===== src/rtl/matmul_tile_scheduler.sv =====
// Walks the output tiles of one C = A x B job (m outer, n middle, k inner) and issues one array start per tile.
// Latency: accept->start 1 cycle, done->next start 1 cycle; a tile waits in ISSUE while arr_busy is high.
module matmul_tile_scheduler #(
    parameter int ARRAY_SIZE = 32,
    parameter int TILE_CNT_W = 8,
    parameter int ADDR_W     = 16
) (
    input  logic                  clk,
    input  logic                  rst_n,
    input  logic                  cmd_valid,
    output logic                  cmd_ready,
    input  logic [TILE_CNT_W-1:0] cmd_m_tiles,
    input  logic [TILE_CNT_W-1:0] cmd_n_tiles,
    input  logic [TILE_CNT_W-1:0] cmd_k_tiles,
    input  logic [ADDR_W-1:0]     cmd_a_base,
    input  logic [ADDR_W-1:0]     cmd_b_base,
    input  logic [ADDR_W-1:0]     cmd_c_base,
    output logic                  arr_start,
    output logic                  arr_acc_mode,
    input  logic                  arr_busy,
    input  logic                  arr_done,
    output logic [ADDR_W-1:0]     a_tile_addr,
    output logic [ADDR_W-1:0]     b_tile_addr,
    output logic [ADDR_W-1:0]     c_tile_addr,
    output logic                  c_commit,
    output logic                  job_busy,
    output logic                  job_done,
    output logic                  job_err
);
    typedef enum logic [1:0] {IDLE, ISSUE, WAIT, FINISH} state_t;

    localparam logic [ADDR_W-1:0] STRIDE = ADDR_W'(ARRAY_SIZE);

    state_t state, state_nxt;

    logic [TILE_CNT_W-1:0] m_cnt, n_cnt, k_cnt;
    logic [TILE_CNT_W-1:0] m_last, n_last, k_last;
    logic [ADDR_W-1:0]     a_ptr, a_row, b_ptr, b_col, b_base, c_ptr, b_kstride;
    logic                  err_flag;
    logic                  accept, zero_dim, k_end, n_end, last_tile, tile_step, active;

    assign zero_dim  = (cmd_m_tiles == '0) || (cmd_n_tiles == '0) || (cmd_k_tiles == '0);
    assign accept    = cmd_valid && (state == IDLE);
    assign k_end     = (k_cnt == k_last);
    assign n_end     = (n_cnt == n_last);
    assign last_tile = k_end && n_end && (m_cnt == m_last);
    assign tile_step = (state == WAIT) && arr_done && !last_tile;
    assign active    = (state == ISSUE) || (state == WAIT);

    always_ff @(posedge clk or negedge rst_n) begin
        if (!rst_n) state <= IDLE;
        else        state <= state_nxt;
    end

    always_comb begin
        state_nxt = state;
        cmd_ready = 1'b0;
        arr_start = 1'b0;
        job_done  = 1'b0;
        job_err   = 1'b0;
        case (state)
            IDLE: begin
                cmd_ready = 1'b1;
                if (cmd_valid) state_nxt = zero_dim ? FINISH : ISSUE;
            end
            ISSUE: begin
                if (!arr_busy) begin
                    arr_start = 1'b1;
                    state_nxt = WAIT;
                end
            end
            WAIT: begin
                if (arr_done) state_nxt = last_tile ? FINISH : ISSUE;
            end
            FINISH: begin
                job_done  = 1'b1;
                job_err   = err_flag;
                state_nxt = IDLE;
            end
            default: state_nxt = IDLE;
        endcase
    end

    // Pointers follow the m/n/k walk by additions only: a steps linearly except when
    // k wraps inside a row, b jumps by N tiles per k step, c advances once per finished C tile.
    always_ff @(posedge clk or negedge rst_n) begin
        if (!rst_n) begin
            m_cnt     <= '0;
            n_cnt     <= '0;
            k_cnt     <= '0;
            m_last    <= '0;
            n_last    <= '0;
            k_last    <= '0;
            a_ptr     <= '0;
            a_row     <= '0;
            b_ptr     <= '0;
            b_col     <= '0;
            b_base    <= '0;
            c_ptr     <= '0;
            b_kstride <= '0;
            err_flag  <= 1'b0;
        end else if (accept) begin
            m_cnt     <= '0;
            n_cnt     <= '0;
            k_cnt     <= '0;
            m_last    <= cmd_m_tiles - TILE_CNT_W'(1);
            n_last    <= cmd_n_tiles - TILE_CNT_W'(1);
            k_last    <= cmd_k_tiles - TILE_CNT_W'(1);
            a_ptr     <= cmd_a_base;
            a_row     <= cmd_a_base;
            b_ptr     <= cmd_b_base;
            b_col     <= cmd_b_base;
            b_base    <= cmd_b_base;
            c_ptr     <= cmd_c_base;
            b_kstride <= ADDR_W'(cmd_n_tiles) * STRIDE;
            err_flag  <= zero_dim;
        end else if (tile_step) begin
            if (!k_end) begin
                k_cnt <= k_cnt + TILE_CNT_W'(1);
                a_ptr <= a_ptr + STRIDE;
                b_ptr <= b_ptr + b_kstride;
            end else begin
                k_cnt <= '0;
                c_ptr <= c_ptr + STRIDE;
                if (!n_end) begin
                    n_cnt <= n_cnt + TILE_CNT_W'(1);
                    a_ptr <= a_row;
                    b_col <= b_col + STRIDE;
                    b_ptr <= b_col + STRIDE;
                end else begin
                    n_cnt <= '0;
                    m_cnt <= m_cnt + TILE_CNT_W'(1);
                    a_ptr <= a_ptr + STRIDE;
                    a_row <= a_ptr + STRIDE;
                    b_col <= b_base;
                    b_ptr <= b_base;
                end
            end
        end
    end

    assign arr_acc_mode = active && (k_cnt != '0);
    assign a_tile_addr  = active ? a_ptr : '0;
    assign b_tile_addr  = active ? b_ptr : '0;
    assign c_tile_addr  = active ? c_ptr : '0;
    assign c_commit     = (state == WAIT) && k_end;
    assign job_busy     = active;
endmodule


===== config.mk =====
export PLATFORM = sky130hd
export DESIGN_NAME = matmul_tile_scheduler
export DESIGN_NICKNAME = d
export VERILOG_FILES = /design/src/rtl/matmul_tile_scheduler.sv
export SDC_FILE = /design/constraint.sdc
export NUM_CORES = 1
export LEC_CHECK = 0
export CELL_PAD_IN_SITES_DETAIL_PLACEMENT = 0
export CELL_PAD_IN_SITES_GLOBAL_PLACEMENT = 1
export CORE_UTILIZATION = 38
export DETAILED_ROUTE_END_ITERATION = 16
export PLACE_DENSITY = 0.78
export RECOVER_POWER = 25
export SYNTH_ARGS = -nofsm -noshare
export SYNTH_HDL_FRONTEND = slang
export SYNTH_SLANG_ARGS = --single-unit

===== constraint.sdc =====
create_clock -name clk -period 2.04 [get_ports clk]
set_input_delay 0.306 -clock clk [delete_from_list [all_inputs] [get_ports clk]]
set_output_delay 0.306 -clock clk [all_outputs]
set_load 0.05 [all_outputs]

* After elaboration in Yosys (flattened, before gate mapping)
Index checks and enable logic that the tools add are counted.
Word-level totals: word-level logic and storage cells 98, input bits 77, register bits after elaboration 155, output and inout port bits 55
Cells by class: equal/unequal tests 9, muxes and demuxes 42, add/subtract/negate cells 10, reduce and logical (&&, ||, !) cells 22
Operators by type and width (number):
- $mux W16 | 20
- $mux W8 | 11
- $add A16 B6 Y16 const B | 3
- $add A8 B1 Y8 const B | 3
- $eq A8 B8 Y1 | 3
- $logic_not A8 Y1 | 3
- $sub A8 B1 Y8 const B | 3
- $add A16 B13 Y16 | 1
- $mux W2 | 5
- $pmux W2 S4 | 1
- $reduce_bool A8 Y1 | 1
- $logic_and A1 B1 Y1 | 7
- $ne A2 B2 Y1 const B | 3
- $reduce_and A3 Y1 | 2
- $reduce_bool A2 Y1 | 3
- $mux W1 | 5
- $eq A2 B2 Y1 const B | 2
- $logic_or A1 B1 Y1 | 3
- $eq A2 B1 Y1 const B | 1
- $logic_not A2 Y1 | 1
- $reduce_and A2 Y1 | 1
- $logic_not A1 Y1 | 1

* Longest topological paths before layout
Gate-level depths: netlist (run 1).
depth after elaboration 7, mapped depth 10, depth with buffers taken out 9

* Least setup slack after synthesis (run 1)
No wires, ideal clock.
kind reg2out, start point register state[1], end point output port arr_acc_mode, buffers on the path 1, cell stages (with the launch flop) 5, path slack -0.717 ns, data required time 1.734 ns, arrival 2.451 ns, cells stage by stage dfrtp_1 -> inv_1 -> ha_1 -> clkbuf_1 -> a21boi_0
On the way: longest elaborated chain between the ends 3, elaborated cells on any way between the ends 4, those cells by class eq/ne (2); reduce/logical (2)
Ends and longest elaborated chain:
- from (decl) | RTL line 34 | state_t state, state_nxt;
- from (signal assigned) | RTL line 52 | else state <= state_nxt;
- $eq A2 B1 Y1 or $eq A2 B2 Y1 (tied branches) | RTL line 48 | assign active = (state == ISSUE) || (state == WAIT);
- $logic_or A1 B1 Y1 (*) | RTL line 48
- named net job_busy | RTL line 26 | output logic job_busy,
- $logic_and A1 B1 Y1 (*) | RTL line 142 | assign arr_acc_mode = active && (k_cnt != '0);
- to (decl) | RTL line 19 | output logic arr_acc_mode,
Mark *: on every way through the listed nets, which the timed path passes. The rest lies on a longest branch.

* Worst setup path in the final report (run 1)
start point register m_cnt[0], end point register a_ptr[6]
On the way: longest elaborated chain between the ends 5
Ends and longest elaborated chain:
- from (decl) | RTL line 36 | logic [TILE_CNT_W-1:0] m_cnt, n_cnt, k_cnt;
- from (signal assigned) | RTL line 132 | m_cnt <= m_cnt + TILE_CNT_W'(1);
- $eq A8 B8 Y1 | RTL line 46 | assign last_tile = k_end && n_end && (m_cnt == m_last);
- $logic_and A1 B1 Y1 | RTL line 46
- $logic_not A1 Y1 | RTL line 47 | assign tile_step = (state == WAIT) && arr_done && !last_tile;
- $logic_and A1 B1 Y1 | RTL line 47
- $reduce_bool A2 Y1 (no line)
- to (signal assigned) | RTL line 109 | a_ptr <= cmd_a_base;
- to (signal assigned) | RTL line 120 | a_ptr <= a_ptr + STRIDE;
- to (signal assigned) | RTL line 127 | a_ptr <= a_row;
- to (decl) | RTL line 38 | logic [ADDR_W-1:0] a_ptr, a_row, b_ptr, b_col, b_base, c_ptr, b_kstride;
No other way between the ends. A chain may end at the register's enable or synchronous reset.

==> results.json, run 1 <==
{
  "numCtsBuffers": 17,
  "yosys_register_bits": 155,
  "min_delay_path_depth": 3,
  "ys_top_cells_by_area": "sky130_fd_sc_hd__dfrtp_1, sky130_fd_sc_hd__nand2_1, sky130_fd_sc_hd__xnor2_1",
  "worst_r2r_path_depth": 9,
  "n_antenna_cell": 0,
  "number_of_antenna_violations_at_the_first_check_in_global_routing": 2,
  "pins_over_their_slew_limit": 0,
  "rrSetupSlack_ps": -210,
  "cp_slowest_cell": "sky130_fd_sc_hd__or4_4",
  "fp.dieW_um": 156.7,
  "failed_checks": "setup timing",
  "async_reset_ff_frac": 1.000,
  "post-route-drc-count": 0,
  "worst_setup_path_end_kind": "flip-flop",
  "grtUsageTotal": 0.2307,
  "route.detailed.wl_per_inst_um": 17.52,
  "fmaxAchievable_ghz": 0.4437,
  "finalCoreUtilization": 0.6188,
  "final-seq-area_sq_mm": 0.003884,
  "synthToLayoutAreaGrowth_pct": 59.77,
  "finalClockSkew_ps": 7.906,
  "htreeDepth": 4,
  "crit_arrival_ps": 2600,
  "placed_cells_incl_taps": 1578,
  "worstPathRequired_ps": 2390,
  "timing.critical_path.cells": "xnor2_1 -> nand4_1 -> buf_4 -> or4_4 -> buf_6 -> o21ai_4 -> buf_6 -> nand2_2 -> o31ai_2",
  "worstSetupStartpointType": "flip-flop",
  "seq_area_frac_synth": 0.4266,
  "hold-path-endpoint": "c_ptr[2]$_DFFE_PN0P_",
  "drt-total-wl_mm": 29.02,
  "worst_max_slew_margin_expressed_relative_to_the_limit": 0.01772,
  "grt_pass1_vias": 8314,
  "cellPowerDensity_mw_per_mm2": 1740,
  "grt_start_max_net_pins": 54,
  "clk_transition_reported_paths_ps": 60,
  "post_synth_design_cell_area_sq_mm": 0.009091,
  "critical_path.max_stage_delay_ps": 560,
  "synthDominantCellAreaShare": 0.4266,
  "core_region_area_sq_mm": 0.02347,
  "finish.net_count": 1428,
  "hold_class": "input pin to flip-flop",
  "post-route-period-util": 1.105,
  "proportion_of_layout_cells_with_a_drive_suffix_above_1": 0.3538,
  "hp-start": "cmd_c_base[2]",
  "via_per_inst": 5.257,
  "firstDrtPassIters": 5,
  "drt-initial-drc-count": 551,
  "finalHoldWorstSlack_ps": 396.7,
  "multi_input_combinational_cell_area_sq_mm": 0.005811,
  "cts_tree": "done",
  "n_fill_cell": 1917,
  "power.static_leakage_uw": 0.006280,
  "critical_path_peak_fanout": 8,
  "vdd_drop_max_uv": 1656,
  "route.vias.total": 8706,
  "synth-main-ff-cell": "sky130_fd_sc_hd__dfrtp_1",
  "synth_nets": 1136,
  "mostFrequentLayoutCell": "sky130_fd_sc_hd__nand2_1",
  "post-route-min-period_ps": 2254,
  "timing.final.hold_violations": 0,
  "finalSetupViolCount": 129,
  "synth_cells": 1033,
  "finalPower_uw": 25270,
  "ios": 132,
  "clock_sinks": 155,
  "dpl_worst_slack_ps": -223.1,
  "grt_setup_unrepaired": "yes",
  "cap_viol_max_count": 0,
  "insertion_delay_ps": 430,
  "remaining_global_route_overflow": 0,
  "ys.warnings.count": 0,
  "initial_core_util": 0.3873,
  "timing.rr.start": "m_cnt[0]$_DFFE_PN0P_",
  "grt_first_pass_wirelength_mm": 43.84,
  "yosys.cell_types.count": 63,
  "cp.depth": 9,
  "criticalPathCategory": "flip-flop to flip-flop",
  "dpl.hpwl_mm": 19.77,
  "critical_path_buf_inv_count": 3,
  "number_of_enable_type_register_cells_in_the_synthesized_netlist": 0,
  "clockBufferDepth": 2,
  "ant_nets": 0,
  "outcome": "finished with violations",
  "tightest_slew_ps": 1473,
  "chipHeight_um": 156.7,
  "synthDominantAreaCellType": "sky130_fd_sc_hd__dfrtp_1",
  "post_layout_nonfiller_instances": 1656,
  "worst_path_dominant_cell_family": "simple AND/OR/NAND/NOR gates",
  "post_synth.cell_area_avg_sq_um": 8.801,
  "port_buffers": 131,
  "place_congestion": 0.8639,
  "die-area_sq_mm": 0.02455,
  "r2r_end": "a_ptr[6]$_DFFE_PN0P_",
  "worst_path_most_repeated_cell": "sky130_fd_sc_hd__buf_6",
  "postLayoutSetupSlackWorst_ps": -213.8,
  "layout_common_cells": "sky130_fd_sc_hd__nand2_1, sky130_fd_sc_hd__dfrtp_1, sky130_fd_sc_hd__buf_4",
  "cts_root_buf": "sky130_fd_sc_hd__clkbuf_16",
  "num_rows": 56
}
## sequential cells by signal, indices dropped and copies added, names as in the netlist, 16 cells and up
signal and flops:
c_ptr 16, b_ptr 16, a_row 16, b_col 16, b_base 16, a_ptr 16
## cell usage after synthesis (8+ instances only)
| master | n |
|---|---|
| sky130_fd_sc_hd__nand2_1 | 179 |
| sky130_fd_sc_hd__dfrtp_1 | 155 |
| sky130_fd_sc_hd__o21ai_0 | 94 |
| sky130_fd_sc_hd__nor2_1 | 68 |
| sky130_fd_sc_hd__xnor2_1 | 54 |
| sky130_fd_sc_hd__and2_1 | 52 |
| sky130_fd_sc_hd__clkbuf_1 | 39 |
| sky130_fd_sc_hd__nand3_1 | 31 |
| sky130_fd_sc_hd__nor3_1 | 31 |
| sky130_fd_sc_hd__ha_1 | 25 |
| sky130_fd_sc_hd__mux2i_1 | 25 |
| sky130_fd_sc_hd__a21oi_1 | 24 |
| sky130_fd_sc_hd__a31oi_1 | 24 |
| sky130_fd_sc_hd__inv_1 | 24 |
| sky130_fd_sc_hd__xor2_1 | 20 |
| sky130_fd_sc_hd__o211ai_1 | 17 |
| sky130_fd_sc_hd__or3_1 | 14 |
| sky130_fd_sc_hd__nand4_1 | 13 |
| sky130_fd_sc_hd__buf_2 | 11 |
| sky130_fd_sc_hd__and3_1 | 10 |
| sky130_fd_sc_hd__o21a_1 | 9 |
| sky130_fd_sc_hd__o31ai_1 | 8 |
## routing by layer
metal | wire length, um | part of all wire | global-route usage | vias up
met5 | 26 | 0.00090 | 0 | -
met4 | 594 | 0.020 | 0.06863 | 4
met3 | 1469 | 0.051 | 0.03905 | 47
met2 | 13700 | 0.47 | 0.3639 | 279
met1 | 13230 | 0.46 | 0.3232 | 4173
li1 | - | - | - | 4203
## what timing repair did
item | 4_1_cts | 5_1_grt
setup buffers | 13 | 24
resized for setup | 88 | 195
cloned | 1 | 9
pin swaps | 11 | 85
hold buffers | 1 | 0
endpoints found under the hold margin | 50 | 0
endpoints found under the setup margin | 147 | 150
## per-stage QoR
stage               setup TNS [ps]  cell area, sq um
detailed placement          -10030             12450
CTS                         -10050             13450
floorplan                   -350.6              9204
finish                       -9860             14530
global placement             -5799             12450
global route                -24030             14530
## kinds of logic (layout without fill, tap and decap cells)
logic type      after synthesis  in the layout  share of synthesized area
buf+inv                      79            383                    0.03620
simple gates                436            436                     0.2320
compound gates              232            232                     0.1605
mux                          30             30                    0.03372
fa+ha+maj                    26             26                    0.03661
flops                       155            155                     0.4266
xor+xnor                     75             75                    0.07432
## final cells by class
cell class / count / area share
Inverter: 24 / 0.006374
Tap cell: 319 / 0.02748
Clock inverter: 13 / 0.008872
Timing Repair Buffer: 328 / 0.2603
Clock buffer: 18 / 0.02955
Sequential cell: 155 / 0.2674
Multi-Input combinational cell: 799 / 0.4000
## report_power, final
part,leakage (uW),total (uW),switching [uW],internal [uW]
Sequential,0.00193,5520,1180,4340
Clock,0.000267,3080,1310,1780
Combinational,0.00409,16700,8290,8380
## worst register-to-register path, delay by kind of cell (launching register included)
kind | cells | cell delay [ps]
AND/OR/NAND/NOR | 3 | 770
buffers and inverters | 3 | 490
XOR/XNOR | 1 | 180
flip-flops | 1 | 390
AO/OA/AOI/OAI | 2 | 340
## worst max path at each step
stage                         start               endpoint  slack, ps
6_report       m_cnt[0]$_DFFE_PN0P_   a_ptr[6]$_DFFE_PN0P_       -210
5_1_grt        m_cnt[3]$_DFFE_PN0P_   a_ptr[5]$_DFFE_PN0P_       -320
4_1_cts        n_cnt[3]$_DFFE_PN0P_   k_cnt[4]$_DFFE_PN0P_       -190
3_5_place_dp               arr_done  c_ptr[14]$_DFFE_PN0P_       -220
3_3_place_gp               arr_done  c_ptr[14]$_DFFE_PN0P_       -160
2_1_floorplan  state[1]$_DFFE_PN0P_           arr_acc_mode       -130
(Power assumes the default switching activity.)
==> inputs of run 2 (changes only) <==
- CORE_MARGIN: unset -> 2
==> run 2 against run 1 <==
Effect of this change:
- setup slack better by 51 ps
- count of clock-buffer cells in the layout unchanged
- the flow still finishes with violations (setup timing)
- via count down 0.70%
- fmax up 2.3%
- clock power up 2%
- die area up 2.6%
- flip-flop and latch count unchanged
- critical endpoint is now c_ptr[14]$_DFFE_PN0P_
- core utilization down 1.5 points
- critical path type unchanged
==> results.json, run 2 (same netlist as run 1, synthesis figures left out) <==
{
  "hold_class": "input pin to flip-flop",
  "outcome": "finished with violations",
  "placed_cells_incl_taps": 1578,
  "route.vias.total": 8645,
  "worst_setup_path_end_kind": "flip-flop",
  "vdd_drop_max_uv": 1248,
  "criticalPathCategory": "flip-flop to flip-flop",
  "worst_max_slew_margin_expressed_relative_to_the_limit": 0.2418,
  "number_of_antenna_violations_at_the_first_check_in_global_routing": 2,
  "p_seq_frac": 0.221,
  "remaining_global_route_overflow": 0,
  "sw_power_uw": 10460,
  "dpl.hpwl_mm": 19.66,
  "via_per_inst": 5.259,
  "share_of_power_burned_in_combinational_logic": 0.651,
  "timing.final.hold_violations": 0,
  "internal_power_uw": 14200,
  "finalPower_uw": 24660,
  "p_sw_frac": 0.4242,
  "num_rows": 56,
  "worstSetupStartpointType": "flip-flop",
  "cts_tree": "done",
  "finalClockSkew_ps": 12.42,
  "proportion_of_layout_cells_with_a_drive_suffix_above_1": 0.3255,
  "post_layout_nonfiller_instances": 1644,
  "ant_nets": 0,
  "finish.net_count": 1414,
  "drt-initial-drc-count": 569,
  "post-route-min-period_ps": 2203,
  "fmaxAchievable_ghz": 0.4539,
  "htreeDepth": 4,
  "postLayoutSetupSlackWorst_ps": -163.1,
  "power.static_leakage_uw": 0.006147,
  "cap_viol_max_count": 0,
  "place_congestion": 0.8510,
  "power.clock.fraction": 0.128,
  "chipHeight_um": 158.7,
  "core_region_area_sq_mm": 0.02347,
  "layout_common_cells": "sky130_fd_sc_hd__nand2_1, sky130_fd_sc_hd__dfrtp_1, sky130_fd_sc_hd__buf_4",
  "dpl_worst_slack_ps": -240.7,
  "post-route-drc-count": 0,
  "route.detailed.wl_per_inst_um": 17.11,
  "pins_over_their_slew_limit": 0,
  "mostFrequentLayoutCell": "sky130_fd_sc_hd__nand2_1",
  "grt_setup_unrepaired": "yes",
  "die-area_sq_mm": 0.02518,
  "crit_arrival_ps": 2560,
  "synthToLayoutAreaGrowth_pct": 55.90,
  "failed_checks": "setup timing",
  "tightest_slew_ps": 1137,
  "grt_first_pass_wirelength_mm": 44.93,
  "grt_pass1_vias": 8660,
  "grtUsageTotal": 0.2279,
  "insertion_delay_ps": 440,
  "clockBufferDepth": 2,
  "initial_core_util": 0.3873,
  "clock_sinks": 155,
  "fp.dieW_um": 158.7,
  "finalHoldWorstSlack_ps": 406.9,
  "grt_start_max_net_pins": 76,
  "finish.instance_area_sq_mm": 0.01417,
  "cellPowerDensity_mw_per_mm2": 1740,
  "dpl-instance-area_sq_mm": 0.01247,
  "finalSetupViolCount": 101,
  "clk_transition_reported_paths_ps": 60,
  "ios": 132,
  "numCtsBuffers": 17,
  "worstPathRequired_ps": 2390,
  "post-route-period-util": 1.080,
  "port_buffers": 131,
  "firstDrtPassIters": 5,
  "critical_path_peak_fanout": 6,
  "cts_root_buf": "sky130_fd_sc_hd__clkbuf_16",
  "drt-total-wl_mm": 28.13
}
run 2: cell count changes in the layout (fill, tap and decap cells not counted), sizes merged:
cell / delta
o21ai: +1
inv: +2
buf: -14
clkinv: -2
diode: +1
clkbuf: -1
clkinvlp: +1
run 2: worst max-delay path, cell delays in order, from the launching register on:
cell and delay [ps]:
sky130_fd_sc_hd__dfrtp_1 420, sky130_fd_sc_hd__xnor2_2 200, sky130_fd_sc_hd__and4_4 290, sky130_fd_sc_hd__buf_12 110, sky130_fd_sc_hd__nand3_4 60, sky130_fd_sc_hd__or4_4 550
sky130_fd_sc_hd__or3_1 320, sky130_fd_sc_hd__a31oi_1 170
run 2: path summary, 6_finish.rpt:
check                                       start                      to  slack [ps]  depth (start not counted)
max reg2reg                  k_cnt[2]$_DFFE_PN0P_   c_ptr[14]$_DFFE_PN0P_        -160                          7
min reg2reg                b_base[15]$_DFFE_PN0P_  b_base[15]$_DFFE_PN0P_         470                          2
min in group asynchronous                   rst_n    a_row[6]$_DFFE_PN0P_         640                          2
max in group asynchronous                   rst_n   b_base[0]$_DFFE_PN0P_         240                          3
min                                 cmd_c_base[0]    c_ptr[0]$_DFFE_PN0P_         410                          3
max                          k_cnt[2]$_DFFE_PN0P_   c_ptr[14]$_DFFE_PN0P_        -160                          7
run 2: area by class of cell:
cell class              instances  area (sq um)
repair buffers                313          3597
multi-input cells             800          5622
flip-flops and latches        155          3881
clock buffers                  18         429.2
fillers                      1979          9299
diodes                          1         2.502
inverters                      24         95.09
well taps                     319         399.1
clock inverters                14         147.6
run 2: repair_timing:
| item | CTS | global route |
|---|---|---|
| endpoints found under the setup margin | 118 | 148 |
| hold endpoints to repair | 36 | 0 |
| pin swaps | 33 | 43 |
| buffers inserted | 17 | 10 |
| hold buffers | 1 | 0 |
| cloned | 4 | 3 |
| gates resized for setup | 105 | 105 |
run 2: per-stage QoR:
step / TNS (ps) / utilization
finish: -6916 / 0.6038
global route: -18370 / 0.6037
CTS: -7765 / 0.5805
detailed placement: -7500 / 0.5312
global placement: -5032 / 0.5312
floorplan: -350.6 / -
run 2: power by group through the flow:
stage | Sequential [uW] | Combinational [uW] | Clock [uW]
finish | 5450 | 16100 | 3150
global placement | 5350 | 13300 | 0
global route | 5630 | 17200 | 3320
floorplan | 5150 | 7660 | 0
detailed placement | 5380 | 13500 | 0
CTS | 5400 | 15400 | 3190
run 2: per-layer routing:
metal  up-vias  wire, um  track usage
met5         -        13            0
met4         2       371      0.06135
met3        30      1626      0.04246
met2       248     13410       0.3649
met1      4166     12700       0.3174
li1       4199         -            -
